[config.mk]
export PLATFORM = sky130hd
export DESIGN_NAME = peak_find_flat
export DESIGN_NICKNAME = d
export VERILOG_FILES = /design/src/rtl/peak_find_if.sv /design/src/rtl/peak_find.sv /design/src/flat_wrapper.sv
export SDC_FILE = /design/constraint.sdc
export NUM_CORES = 1
export LEC_CHECK = 0
export ABC_AREA = 1
export ABC_CLOCK_PERIOD_IN_PS = 2380
export BUFFER_PORTS_ARGS = -buffer_cell sky130_fd_sc_hd__buf_4
export CAP_MARGIN = 20
export CELL_PAD_IN_SITES_DETAIL_PLACEMENT = 1
export CELL_PAD_IN_SITES_GLOBAL_PLACEMENT = 1
export CORE_MARGIN = 2
export CORE_UTILIZATION = 35
export DETAILED_ROUTE_END_ITERATION = 7
export PLACE_DENSITY = 0.78
export SLEW_MARGIN = 10
export SYNTH_ARGS = -nofsm -noshare
export SYNTH_HDL_FRONTEND = slang
export SYNTH_SLANG_ARGS = --single-unit
[constraint.sdc]
create_clock -name clk -period 2.38 [get_ports clk]
set_clock_uncertainty 0.2 [all_clocks]
set_input_delay 0.238 -clock clk [delete_from_list [all_inputs] [get_ports clk]]
set_output_delay 0.238 -clock clk [all_outputs]
set_load 0.01 [all_outputs]
[src/rtl/peak_find_if.sv]
// peak_find_if -- bus between the peak finder, the shared spectrum memory
// and the top-level controller.
//
//   addr        : read address into the spectrum memory (peak finder drives)
//   data_in     : memory read data, valid one cycle after addr
//   do_peak     : level request from the controller, held until peak_done
//   peak_done   : scan complete, held while do_peak stays high
//   peak_bin    : index of the largest-magnitude bin
//   peak_mag    : magnitude at peak_bin
//   peak_valid  : peak_mag reached the reporting threshold
//
// Modports: slave = peak finder side, master = controller/memory side.
interface peak_find_if #(
  parameter int ADDR_W = 11,
  parameter int DATA_W = 10
);
  logic [ADDR_W-1:0] addr;
  logic [DATA_W-1:0] data_in;
  logic              do_peak;
  logic              peak_done;
  logic [ADDR_W-1:0] peak_bin;
  logic [DATA_W-1:0] peak_mag;
  logic              peak_valid;

  modport slave (
    input  data_in,
    input  do_peak,
    output addr,
    output peak_done,
    output peak_bin,
    output peak_mag,
    output peak_valid
  );

  modport master (
    output data_in,
    output do_peak,
    input  addr,
    input  peak_done,
    input  peak_bin,
    input  peak_mag,
    input  peak_valid
  );
endinterface

[src/rtl/peak_find.sv]
// peak_find -- scans bins FIRST_BIN..LAST_BIN of the spectrum memory and
// reports the largest magnitude and its bin. Read-only access to memory.
//
// Ports:
//   clk    : single clock, all logic on posedge
//   rst_n  : synchronous active-low reset
//   bus    : peak_find_if.slave (addr, data_in, do_peak, peak_done,
//            peak_bin, peak_mag, peak_valid)
//
// Timing: the edge that samples do_peak=1 in IDLE issues FIRST_BIN; one
// address per cycle follows. Memory data for the address issued at cycle t
// arrives at cycle t+1 and is compared then against the running max, with
// tag_p0 carrying the matching address. DRAIN waits for that compare stage
// to empty, so peak_done rises N+2 edges after the request edge.
module peak_find #(
  parameter int FIRST_BIN = 1,
  parameter int LAST_BIN  = 1023,
  parameter int MIN_MAG   = 64,
  parameter int ADDR_W    = 11,
  parameter int DATA_W    = 10
) (
  input  logic        clk,
  input  logic        rst_n,
  peak_find_if.slave  bus
);

  localparam logic [1:0] S_IDLE  = 2'd0;
  localparam logic [1:0] S_SCAN  = 2'd1;
  localparam logic [1:0] S_DRAIN = 2'd2;
  localparam logic [1:0] S_DONE  = 2'd3;

  localparam logic [ADDR_W-1:0] FIRST_A = ADDR_W'(FIRST_BIN);
  localparam logic [ADDR_W-1:0] LAST_A  = ADDR_W'(LAST_BIN);
  localparam logic [DATA_W-1:0] MIN_M   = DATA_W'(MIN_MAG);

  logic [1:0]        state;
  logic [ADDR_W-1:0] addr_r;

  // address whose data is on data_in this cycle
  logic [ADDR_W-1:0] tag_p0;
  logic              vld_p0;

  // running max and its bin
  logic [DATA_W-1:0] max_p1;
  logic [ADDR_W-1:0] bin_p1;

  logic [DATA_W-1:0] max_nxt;
  logic [ADDR_W-1:0] bin_nxt;

  logic              done_r;
  logic [ADDR_W-1:0] peak_bin_r;
  logic [DATA_W-1:0] peak_mag_r;
  logic              peak_valid_r;

  // Strictly greater only: bins arrive in ascending order, so an equal
  // magnitude later in the scan never displaces the first occurrence.
  function automatic logic mag_wins(input logic [DATA_W-1:0] cand,
                                    input logic [DATA_W-1:0] best);
    return cand > best;
  endfunction

  function automatic logic above_floor(input logic [DATA_W-1:0] mag);
    return mag >= MIN_M;
  endfunction

  // compare stage: data_in against the running max
  always_comb begin
    max_nxt = max_p1;
    bin_nxt = bin_p1;
    if (vld_p0 && mag_wins(bus.data_in, max_p1)) begin
      max_nxt = bus.data_in;
      bin_nxt = tag_p0;
    end
  end

  always_ff @(posedge clk) begin
    if (!rst_n) begin
      state        <= S_IDLE;
      addr_r       <= '0;
      tag_p0       <= '0;
      vld_p0       <= 1'b0;
      max_p1       <= '0;
      bin_p1       <= '0;
      done_r       <= 1'b0;
      peak_bin_r   <= '0;
      peak_mag_r   <= '0;
      peak_valid_r <= 1'b0;
    end else begin
      case (state)
        S_IDLE: begin
          vld_p0 <= 1'b0;
          addr_r <= '0;
          if (bus.do_peak) begin
            state  <= S_SCAN;
            addr_r <= FIRST_A;
            max_p1 <= '0;
            // an all-zero spectrum then reports FIRST_BIN
            bin_p1 <= FIRST_A;
          end
        end

        S_SCAN: begin
          if (!bus.do_peak) begin
            state  <= S_IDLE;
            addr_r <= '0;
            vld_p0 <= 1'b0;
          end else begin
            tag_p0 <= addr_r;
            vld_p0 <= 1'b1;
            max_p1 <= max_nxt;
            bin_p1 <= bin_nxt;
            // addr stops at LAST_BIN and is held there through DONE
            if (addr_r == LAST_A) begin
              state <= S_DRAIN;
            end else begin
              addr_r <= addr_r + ADDR_W'(1);
            end
          end
        end

        S_DRAIN: begin
          if (!bus.do_peak) begin
            state  <= S_IDLE;
            addr_r <= '0;
            vld_p0 <= 1'b0;
          end else begin
            max_p1 <= max_nxt;
            bin_p1 <= bin_nxt;
            vld_p0 <= 1'b0;
            // once the LAST_BIN sample has been folded in, publish
            if (!vld_p0) begin
              state        <= S_DONE;
              done_r       <= 1'b1;
              peak_bin_r   <= bin_p1;
              peak_mag_r   <= max_p1;
              peak_valid_r <= above_floor(max_p1);
            end
          end
        end

        S_DONE: begin
          if (!bus.do_peak) begin
            state  <= S_IDLE;
            addr_r <= '0;
            done_r <= 1'b0;
          end
        end

        default: begin
          state  <= S_IDLE;
          addr_r <= '0;
          vld_p0 <= 1'b0;
          done_r <= 1'b0;
        end
      endcase
    end
  end

  assign bus.addr       = addr_r;
  assign bus.peak_done  = done_r;
  assign bus.peak_bin   = peak_bin_r;
  assign bus.peak_mag   = peak_mag_r;
  assign bus.peak_valid = peak_valid_r;

endmodule

[src/flat_wrapper.sv]
// flat-port wrapper written by rule: the top's interface ports become plain ports
module peak_find_flat 
#(
  parameter int FIRST_BIN = 1,
  parameter int LAST_BIN  = 1023,
  parameter int MIN_MAG   = 64,
  parameter int ADDR_W    = 11,
  parameter int DATA_W    = 10
)
  (clk, rst_n, bus_data_in, bus_do_peak, bus_addr, bus_peak_done, bus_peak_bin, bus_peak_mag, bus_peak_valid);
  peak_find_if #(.ADDR_W(ADDR_W), .DATA_W(DATA_W)) bus_i ();
  input  logic clk;
  input  logic rst_n;
  input wire logic [$bits(bus_i.data_in)-1:0] bus_data_in;
  input wire logic [$bits(bus_i.do_peak)-1:0] bus_do_peak;
  output wire logic [$bits(bus_i.addr)-1:0] bus_addr;
  output wire logic [$bits(bus_i.peak_done)-1:0] bus_peak_done;
  output wire logic [$bits(bus_i.peak_bin)-1:0] bus_peak_bin;
  output wire logic [$bits(bus_i.peak_mag)-1:0] bus_peak_mag;
  output wire logic [$bits(bus_i.peak_valid)-1:0] bus_peak_valid;
  assign bus_i.data_in = bus_data_in;
  assign bus_i.do_peak = bus_do_peak;
  assign bus_addr = bus_i.addr;
  assign bus_peak_done = bus_i.peak_done;
  assign bus_peak_bin = bus_i.peak_bin;
  assign bus_peak_mag = bus_i.peak_mag;
  assign bus_peak_valid = bus_i.peak_valid;
  peak_find #(.FIRST_BIN(FIRST_BIN), .LAST_BIN(LAST_BIN), .MIN_MAG(MIN_MAG), .ADDR_W(ADDR_W), .DATA_W(DATA_W)) u_core (.clk(clk), .rst_n(rst_n), .bus(bus_i));
endmodule
==> qor.txt, run 1 <==
Status -> complete, no violations
Synthesis-stage register bit count -> 69
CTS Buf Count -> 9
Pleak -> 1.863 nW
1st-iter DRT viols -> 82
Prevailing post-synth register cell -> dfxtp_1
Port bufs -> 46
Max-cap violations -> 0
Final net count -> 540
WL per Instance -> 13.93 um
Number of global-route vias before repair -> 3,143
Overall power -> 4.945 mW
WL met2 -> 4.053 mm
Mapped Avg Cell Area -> 7.017 um2
# rows -> 35
Post-route minimum period -> 2.213 ns
Ys async rst share -> 0%
Core Region -> 9153 um2
Die area -> 10,150 um2
CP endpoint kind -> flip-flop
FMAX -> 451.9 MHz
EDFF count, synth -> 0
Arrival @ worst endpoint -> 2.27 ns
Vias -> 3,077
Placed cells -> 611
Final hold violation count -> 0
Sequential share of the synthesized area -> 42.15%
Fraction of the cycle the final worst path needs -> 92.98%
Routed met3 length -> 286 um
Setup Total Neg Slack -> 0 ns
Clk buf depth -> 2
Largest net degree at the start of global routing -> 45
GPL Wtd Cong -> 0.8353
H-tree levels -> 3
Area after DPL -> 3744 um2
Critical path data required time -> 2.43 ns
Residual DRC count -> 0
Worst hold path class -> primary input to flip-flop
Cell variety after synth -> 26
Post_cts resized -> 0
TritonRoute pass-1 iters -> 4
Die W -> 100.8 um
Slew headroom -> 62.65%
Final setup viols -> 0
Synth area leaders -> dfxtp_1 42%, nand2_1 11%, nor2_1 8.5%
Maximum vdd ir drop -> 0.3813 mV
Worst R2R Start -> u_core.state[0]$_SDFFE_PN0P_
Initial Util -> 35.80%
Worst-path clk slew -> 0.08 ns
Total track usage -> 18.77%
Initial antenna violation count -> 0
Area Growth Syn to Fin -> 22.49%
Final wirelength -> 8.737 mm
R2r setup slk -> 0.17 ns
Highest metal used -> met4
Ys Warns -> 0
Final cell count without fillers -> 627
Met1 WL -> 4.255 mm
Dpl hpwl -> 6.164 mm
Clk root buf -> clkbuf_8
Final Util -> 43.86%
CTS Hold Bufs -> 0
Post-Syn Nets -> 496
Synth top cells by count -> 92 x nand2_1, 74 x nor2_1, 69 x dfxtp_1
Reg-to-reg endpoint -> u_core.bus.addr[8]$_SDFFE_PN0P_
Hold depth -> 5
Fillers -> 1,180
Pwr Density -> 1232 nW/um2
Layout cells sized above 1 -> 17.64%
Synth area leader -> dfxtp_1
Die Y -> 100.8 um
Worst Reg-to-Reg Cells -> 8
Worst setup SP type -> flip-flop
First-pass GRT wire length -> 15.27 mm
Crit path max fanout -> 13
Synth Instances -> 467
Routed Antenna Nets -> 0
Total grt overflow -> 0
Number of I/O pins -> 47
Post-CTS setup buffers -> 0
CTS tree -> done
Critical Setup Path Class -> flip-flop to flip-flop
Design area -> 4014 um2
Most instantiated library cell after synthesis -> nand2_1
Fin. max-slew vios -> 0
HP Start -> bus_data_in[6]
Avg Vias per Cell -> 4.907
N_diodes -> 0
Synthesized area -> 3277 um2
Tightest Pin Transition -> 0.5544 ns
Synth top area share -> 42.15%
WHS Endpoint -> u_core.max_p1[6]$_SDFFE_PN0P_
# clock sinks -> 69
Clk Latency, worst-skew pair -> 0.35 ns
-- power by group --
| part | internal, mW | switching (mW) | total, mW | leakage [nW] |
|---|---|---|---|---|
| Clock | 0.755 | 0.469 | 1.22 | 0.126 |
| Sequential | 1.48 | 0.190 | 1.67 | 0.563 |
| Combinational | 0.775 | 1.28 | 2.05 | 1.17 |
| Total | 3.01 | 1.93 | 4.94 | 1.86 |
-- worst max-delay path by stage --
stage                                         start                               to  slack, ns  cells past startpoint
floorplan              u_core.state[0]$_SDFFE_PN0P_    u_core.max_p1[7]$_SDFFE_PN0P_       0.47                      8
finish                 u_core.state[0]$_SDFFE_PN0P_  u_core.bus.addr[8]$_SDFFE_PN0P_       0.17                      8
global route           u_core.state[0]$_SDFFE_PN0P_  u_core.bus.addr[8]$_SDFFE_PN0P_      -0.02                      8
detailed placement  u_core.bus.addr[1]$_SDFFE_PN0P_  u_core.bus.addr[1]$_SDFFE_PN0P_       0.12                     10
CTS                 u_core.bus.addr[1]$_SDFFE_PN0P_  u_core.bus.addr[8]$_SDFFE_PN0P_       0.08                     11
global placement    u_core.bus.addr[1]$_SDFFE_PN0P_  u_core.bus.addr[1]$_SDFFE_PN0P_       0.16                     10
-- critical path: stages (launching register included) --
cell and delay, ns:
dfxtp_1 0.45, inv_1 0.11, ha_1 0.24, o21ai_0 0.48, nand2_4 0.22, inv_2 0.21
o21ai_0 0.11, nand2_1 0.07, nor2_1 0.04
-- flip-flops by register name (all words and copies together) (netlist names) --
register,count
u_core.bus.peak_valid,1
u_core.bus.addr,11
u_core.bus.peak_mag,10
u_core.bus.peak_done,1
u_core.bin_p1,11
u_core.tag_p0,11
u_core.bus.peak_bin,11
u_core.state,2
u_core.vld_p0,1
u_core.max_p1,10
-- cells by family after synthesis --
kind of cell	synth area share, %
simple gates	26.08
compound gates	16.42
buf+inv	9.240
flops	42.15
fa+ha+maj	6.109
-- stage by stage --
step	hold WS [ns]	worst slack, ns
detailed placement	0.2571	0.1234
CTS	0.01440	0.07850
global route	0.04149	-0.01765
floorplan	0.2295	0.4732
finish	0.02113	0.1671
global placement	0.2514	0.1555
-- cell usage in the layout, fill, tap and decap left out, types with 2 or more instances in the layout --
| master | instances |
|---|---|
| nand2_2 | 3 |
| buf_4 | 54 |
| inv_2 | 2 |
| nand2_1 | 91 |
| inv_1 | 50 |
| nand4_1 | 2 |
| clkbuf_8 | 11 |
| o21ai_2 | 4 |
| dfxtp_1 | 68 |
| a21oi_1 | 48 |
| a21oi_2 | 4 |
| nor2_1 | 73 |
| bufinv_16 | 3 |
| nor2_2 | 2 |
| o21ai_0 | 41 |
| ha_1 | 16 |
| nor3_1 | 4 |
| nand3_1 | 28 |
-- per-layer routing --
metal,vias to the layer above,GRT usage (%)
li1,1582,-
met1,1441,24.62
met2,41,30.62
met3,13,3.883
met4,0,6.533
met5,-,0
-- layout make-up --
cell class / instances / area (um2) / share of cell area [%]
Clock inverter: 5 / 106.4 / 2.650
Timing Repair Buffer: 56 / 436.7 / 10.88
Multi-Input combinational cell: 323 / 1603 / 39.93
Clock buffer: 11 / 151.4 / 3.772
Tap cell: 111 / 138.9 / 3.460
Inverter: 52 / 195.2 / 4.863
Sequential cell: 69 / 1383 / 34.45
(Power assumes the default switching activity.)
==> run 2, diff against run 1 <==
Settings changed: RECOVER_POWER from default to 50.
==> run 2 against run 1 <==
  * Die area unchanged
  * Cell count unchanged
  * First-iteration DRC count decreased by 1.2%
  * Power decreased by 1.2%
  * Sequential cell count unchanged
  * Critical path depth unchanged
  * Via count increased by 0.29%
==> qor.txt, run 2 (synthesis results as in run 1) <==
GPL Wtd Cong -> 0.8353
Total track usage -> 18.77%
Overall power -> 4.886 mW
Crit path max fanout -> 13
Pwr Density -> 1259 nW/um2
Combinational share of power -> 40.8%
Largest net degree at the start of global routing -> 45
TritonRoute pass-1 iters -> 4
Worst hold path class -> primary input to flip-flop
Critical path data required time -> 2.43 ns
Area after DPL -> 3744 um2
Worst setup SP type -> flip-flop
Initial Util -> 35.80%
Status -> complete, no violations
# rows -> 35
Routed Antenna Nets -> 0
Max-cap violations -> 0
Final wirelength -> 8.771 mm
1st-iter DRT viols -> 81
Clk root buf -> clkbuf_8
FMAX -> 451.3 MHz
Vias -> 3,086
Avg Vias per Cell -> 4.922
Layout cells sized above 1 -> 10.85%
Dpl hpwl -> 6.164 mm
Pleak -> 1.718 nW
Post-route minimum period -> 2.216 ns
Clk pwr share -> 25.1%
Clk Latency, worst-skew pair -> 0.35 ns
Arrival @ worst endpoint -> 2.27 ns
Residual DRC count -> 0
Design area -> 3881 um2
Switching Fraction -> 39.68%
Most common cell after layout, fill and taps aside -> nand2_1
Setup Total Neg Slack -> 0 ns
Number of global-route vias before repair -> 3,143
CP endpoint kind -> flip-flop
Slew headroom -> 62.65%
WL per Instance -> 13.99 um
N_diodes -> 0
# clock sinks -> 69
Final net count -> 540
Total grt overflow -> 0
Most frequent cells in the layout -> 91 x nand2_1, 74 x nor2_1, 68 x dfxtp_1
Die Y -> 100.8 um
First-pass GRT wire length -> 15.27 mm
Maximum vdd ir drop -> 0.3834 mV
Initial antenna violation count -> 0
Port bufs -> 46
CTS Buf Count -> 9
Core Region -> 9153 um2
Fin. max-slew vios -> 0
CTS tree -> done
Die area -> 10,150 um2
Tightest Pin Transition -> 0.5544 ns
Final hold violation count -> 0
Fraction of the cycle the final worst path needs -> 93.11%
Clk buf depth -> 2
Number of I/O pins -> 47
Die W -> 100.8 um
CTS Hold Bufs -> 0
H-tree levels -> 3
Sequential Power Share -> 34.2%
P_int -> 2.947 mW
Psw -> 1.939 mW
Final setup viols -> 0
Critical Setup Path Class -> flip-flop to flip-flop
Area Growth Syn to Fin -> 18.44%
Worst-path clk slew -> 0.08 ns
-- run 2: cell types whose count changed in the layout (fill, tap and decap cells not counted), sizes merged --
cell | before | now
buf | 56 | 21
clkbuf | 11 | 46
-- run 2: final cells by class --
class | instances | area [um2]
multi-input cells | 323 | 1600
clock inverters | 5 | 106.4
inverters | 52 | 195.2
flip-flops and latches | 69 | 1383
fillers | 1198 | 5271
repair buffers | 56 | 306.5
clock buffers | 11 | 151.4
well taps | 111 | 138.9
-- run 2: stage by stage --
stage / std cells / hold slack, ns / utilization (%) / setup slack (ns)
global route: 627 / 0.04149 / 42.41 / -0.01765
floorplan: 467 / 0.2295 / - / 0.4732
global placement: 611 / 0.2514 / 40.90 / 0.1555
CTS: 627 / 0.01440 / 43.72 / 0.07850
detailed placement: 611 / 0.2571 / 40.90 / 0.1234
finish: 627 / 0.02083 / 42.41 / 0.1641
-- run 2: power groups by stage --
stage	Combinational [mW]	Clock (mW)	Sequential (mW)
floorplan	1.40	0	1.69
global placement	1.96	0	1.68
detailed placement	2.04	0	1.69
CTS	2.06	1.25	1.67
global route	2.30	1.32	1.72
finish	1.99	1.22	1.67
-- run 2: final timing paths --
kind	start	slack, ns	to	cells after the start
min	bus_data_in[6]	0.02	u_core.max_p1[6]$_SDFFE_PN0P_	5
min reg2reg	u_core.bin_p1[6]$_SDFFE_PN0P_	0.26	u_core.bus.peak_bin[6]$_SDFFE_PN0P_	2
max	u_core.state[0]$_SDFFE_PN0P_	0.16	u_core.bus.addr[8]$_SDFFE_PN0P_	8
max reg2reg	u_core.state[0]$_SDFFE_PN0P_	0.16	u_core.bus.addr[8]$_SDFFE_PN0P_	8
-- run 2: routing by layer --
layer	GRT usage [%]	share of wire, %	vias up
met5	0	0	-
met3	3.883	3.4	13
met2	30.62	46	46
met4	6.533	1.6	0
li1	-	-	1582
met1	24.62	49	1445
-- run 2: repair_timing --
action                     4_1_cts  5_1_grt
setup buffers                    0        0
setup endpoints to repair        0       21
gates resized for setup          0        4
-- run 2: worst max-delay path, cell delays in order (launching register included) --
cell and delay [ns]:
dfxtp_1 0.45, inv_1 0.11, ha_1 0.24, o21ai_0 0.48, nand2_4 0.22, inv_2 0.21, o21ai_0 0.11, nand2_1 0.07
nor2_1 0.04
==> run 3, diff against run 2 <==
Settings changed: CELL_PAD_IN_SITES_GLOBAL_PLACEMENT 1 to 2, CORE_UTILIZATION 35 to 32, PLACE_DENSITY 0.78 to 0.88.
==> run 3 against run 2 <==
  * Power decreased by 5.7%
  * Critical path depth increased by 2
  * Sequential share of layout area increased by 0.36 points
  * Combinational power about the same
  * Wire length decreased by 1.8%
  * First-iteration DRC count decreased by 30%
==> qor.txt, run 3 (synthesis results as in run 1) <==
Status -> complete, no violations
Number of global-route vias before repair -> 3,049
# rows -> 36
Largest net degree at the start of global routing -> 36
Dpl hpwl -> 6.056 mm
Clk buf depth -> 2
Final hold violation count -> 0
Layout cells sized above 1 -> 10.27%
Vias -> 3,030
CTS Hold Bufs -> 0
Post_cts resized -> 0
Slew headroom -> 62.92%
Die W -> 105.2 um
Initial antenna violation count -> 0
Number of I/O pins -> 47
TritonRoute pass-1 iters -> 4
Placed cells -> 633
N_diodes -> 0
Avg Vias per Cell -> 4.669
Total grt overflow -> 0
Final cell count without fillers -> 649
Fin worst setup slack -> 0.2143 ns
Post-route minimum period -> 2.166 ns
Final net count -> 540
FMAX -> 461.7 MHz
Port bufs -> 46
Worst-path clk slew -> 0.08 ns
Pleak -> 1.685 nW
CP endpoint kind -> flip-flop
Die Y -> 105.2 um
Fin. max-slew vios -> 0
Crit path max fanout -> 13
GPL Wtd Cong -> 0.8332
Arrival @ worst endpoint -> 2.21 ns
CTS Buf Count -> 9
Pwr Density -> 1200 nW/um2
Clk Latency, worst-skew pair -> 0.34 ns
Critical path data required time -> 2.43 ns
Final wirelength -> 8.611 mm
Most frequent cells in the layout -> 92 x nand2_1, 74 x nor2_1, 69 x dfxtp_1
Setup Total Neg Slack -> 0 ns
Routed Antenna Nets -> 0
Maximum vdd ir drop -> 0.4492 mV
Place WS -> 0.2080 ns
Clk root buf -> clkbuf_8
Final Util -> 38.91%
Initial Util -> 33.22%
Core Region -> 9864 um2
Overall power -> 4.605 mW
Worst setup SP type -> flip-flop
WL per Instance -> 13.27 um
First-pass GRT wire length -> 14.70 mm
Die area -> 11,070 um2
Max-cap violations -> 0
Post-CTS setup buffers -> 0
Final setup viols -> 0
1st-iter DRT viols -> 57
Total track usage -> 16.39%
RSZ-0062 raised after global routing -> no
Residual DRC count -> 0
# clock sinks -> 69
Fraction of the cycle the final worst path needs -> 91.00%
Tightest Pin Transition -> 0.5555 ns
Area Growth Syn to Fin -> 17.14%
Most common cell after layout, fill and taps aside -> nand2_1
Critical Setup Path Class -> flip-flop to flip-flop
Worst hold path class -> primary input to flip-flop
H-tree levels -> 3
CTS tree -> done
run 3: cell count changes in the layout (fill, tap and decap cells not counted), sizes merged:
cell	change
inv	+1
clkinvlp	+1
bufinv	-2
run 3: through the flow:
stage | hold slack, ns | cell area, um2
5_1_grt | 0.03632 | 3839
3_3_place_gp | 0.2561 | 3771
4_1_cts | 0.01940 | 3971
6_report | 0.03577 | 3839
2_1_floorplan | 0.2295 | 3277
3_5_place_dp | 0.2660 | 3771
run 3: final cells by class:
cell class | instances | area (um2)
clock inverter | 5 | 58.81
multi-input combinational | 323 | 1593
tap | 133 | 166.4
fill | 1270 | 6026
inverter | 52 | 195.2
clock buffer | 11 | 141.4
sequential | 69 | 1381
timing repair buffer | 56 | 302.8
run 3: critical path, stage by stage, from the launching register on:
cell and delay (ns):
dfxtp_1 0.42, ha_1 0.23, nand2_1 0.09, nor2_2 0.13
nand2_2 0.08, nor3_4 0.18, nand3_2 0.11, nand2_2 0.26
inv_2 0.14, o21ai_0 0.17, nor2_1 0.05
run 3: worst paths after layout:
check	from	endpoint	slack [ns]	cells past startpoint
max	u_core.bus.addr[1]$_SDFFE_PN0P_	u_core.bus.addr[1]$_SDFFE_PN0P_	0.21	10
min	bus_data_in[0]	u_core.max_p1[0]$_SDFFE_PN0P_	0.04	5
max reg2reg	u_core.bus.addr[1]$_SDFFE_PN0P_	u_core.bus.addr[1]$_SDFFE_PN0P_	0.21	10
min reg2reg	u_core.bus.peak_mag[6]$_SDFFE_PN0P_	u_core.bus.peak_mag[6]$_SDFFE_PN0P_	0.27	2
run 3: metal layers:
metal,GRT usage [%],wire [um],up-vias
li1,-,-,1581
met1,21.46,4336,1399
met2,26.13,3859,42
met3,4.180,307,8
met4,5.524,107,0
met5,0,0,-
run 3: power breakdown:
group | internal, mW | total (mW) | switching [mW] | leakage [nW]
registers | 1.48 | 1.66 | 0.177 | 0.563
logic | 0.686 | 1.96 | 1.28 | 1.03
clock network | 0.515 | 0.985 | 0.470 | 0.0959
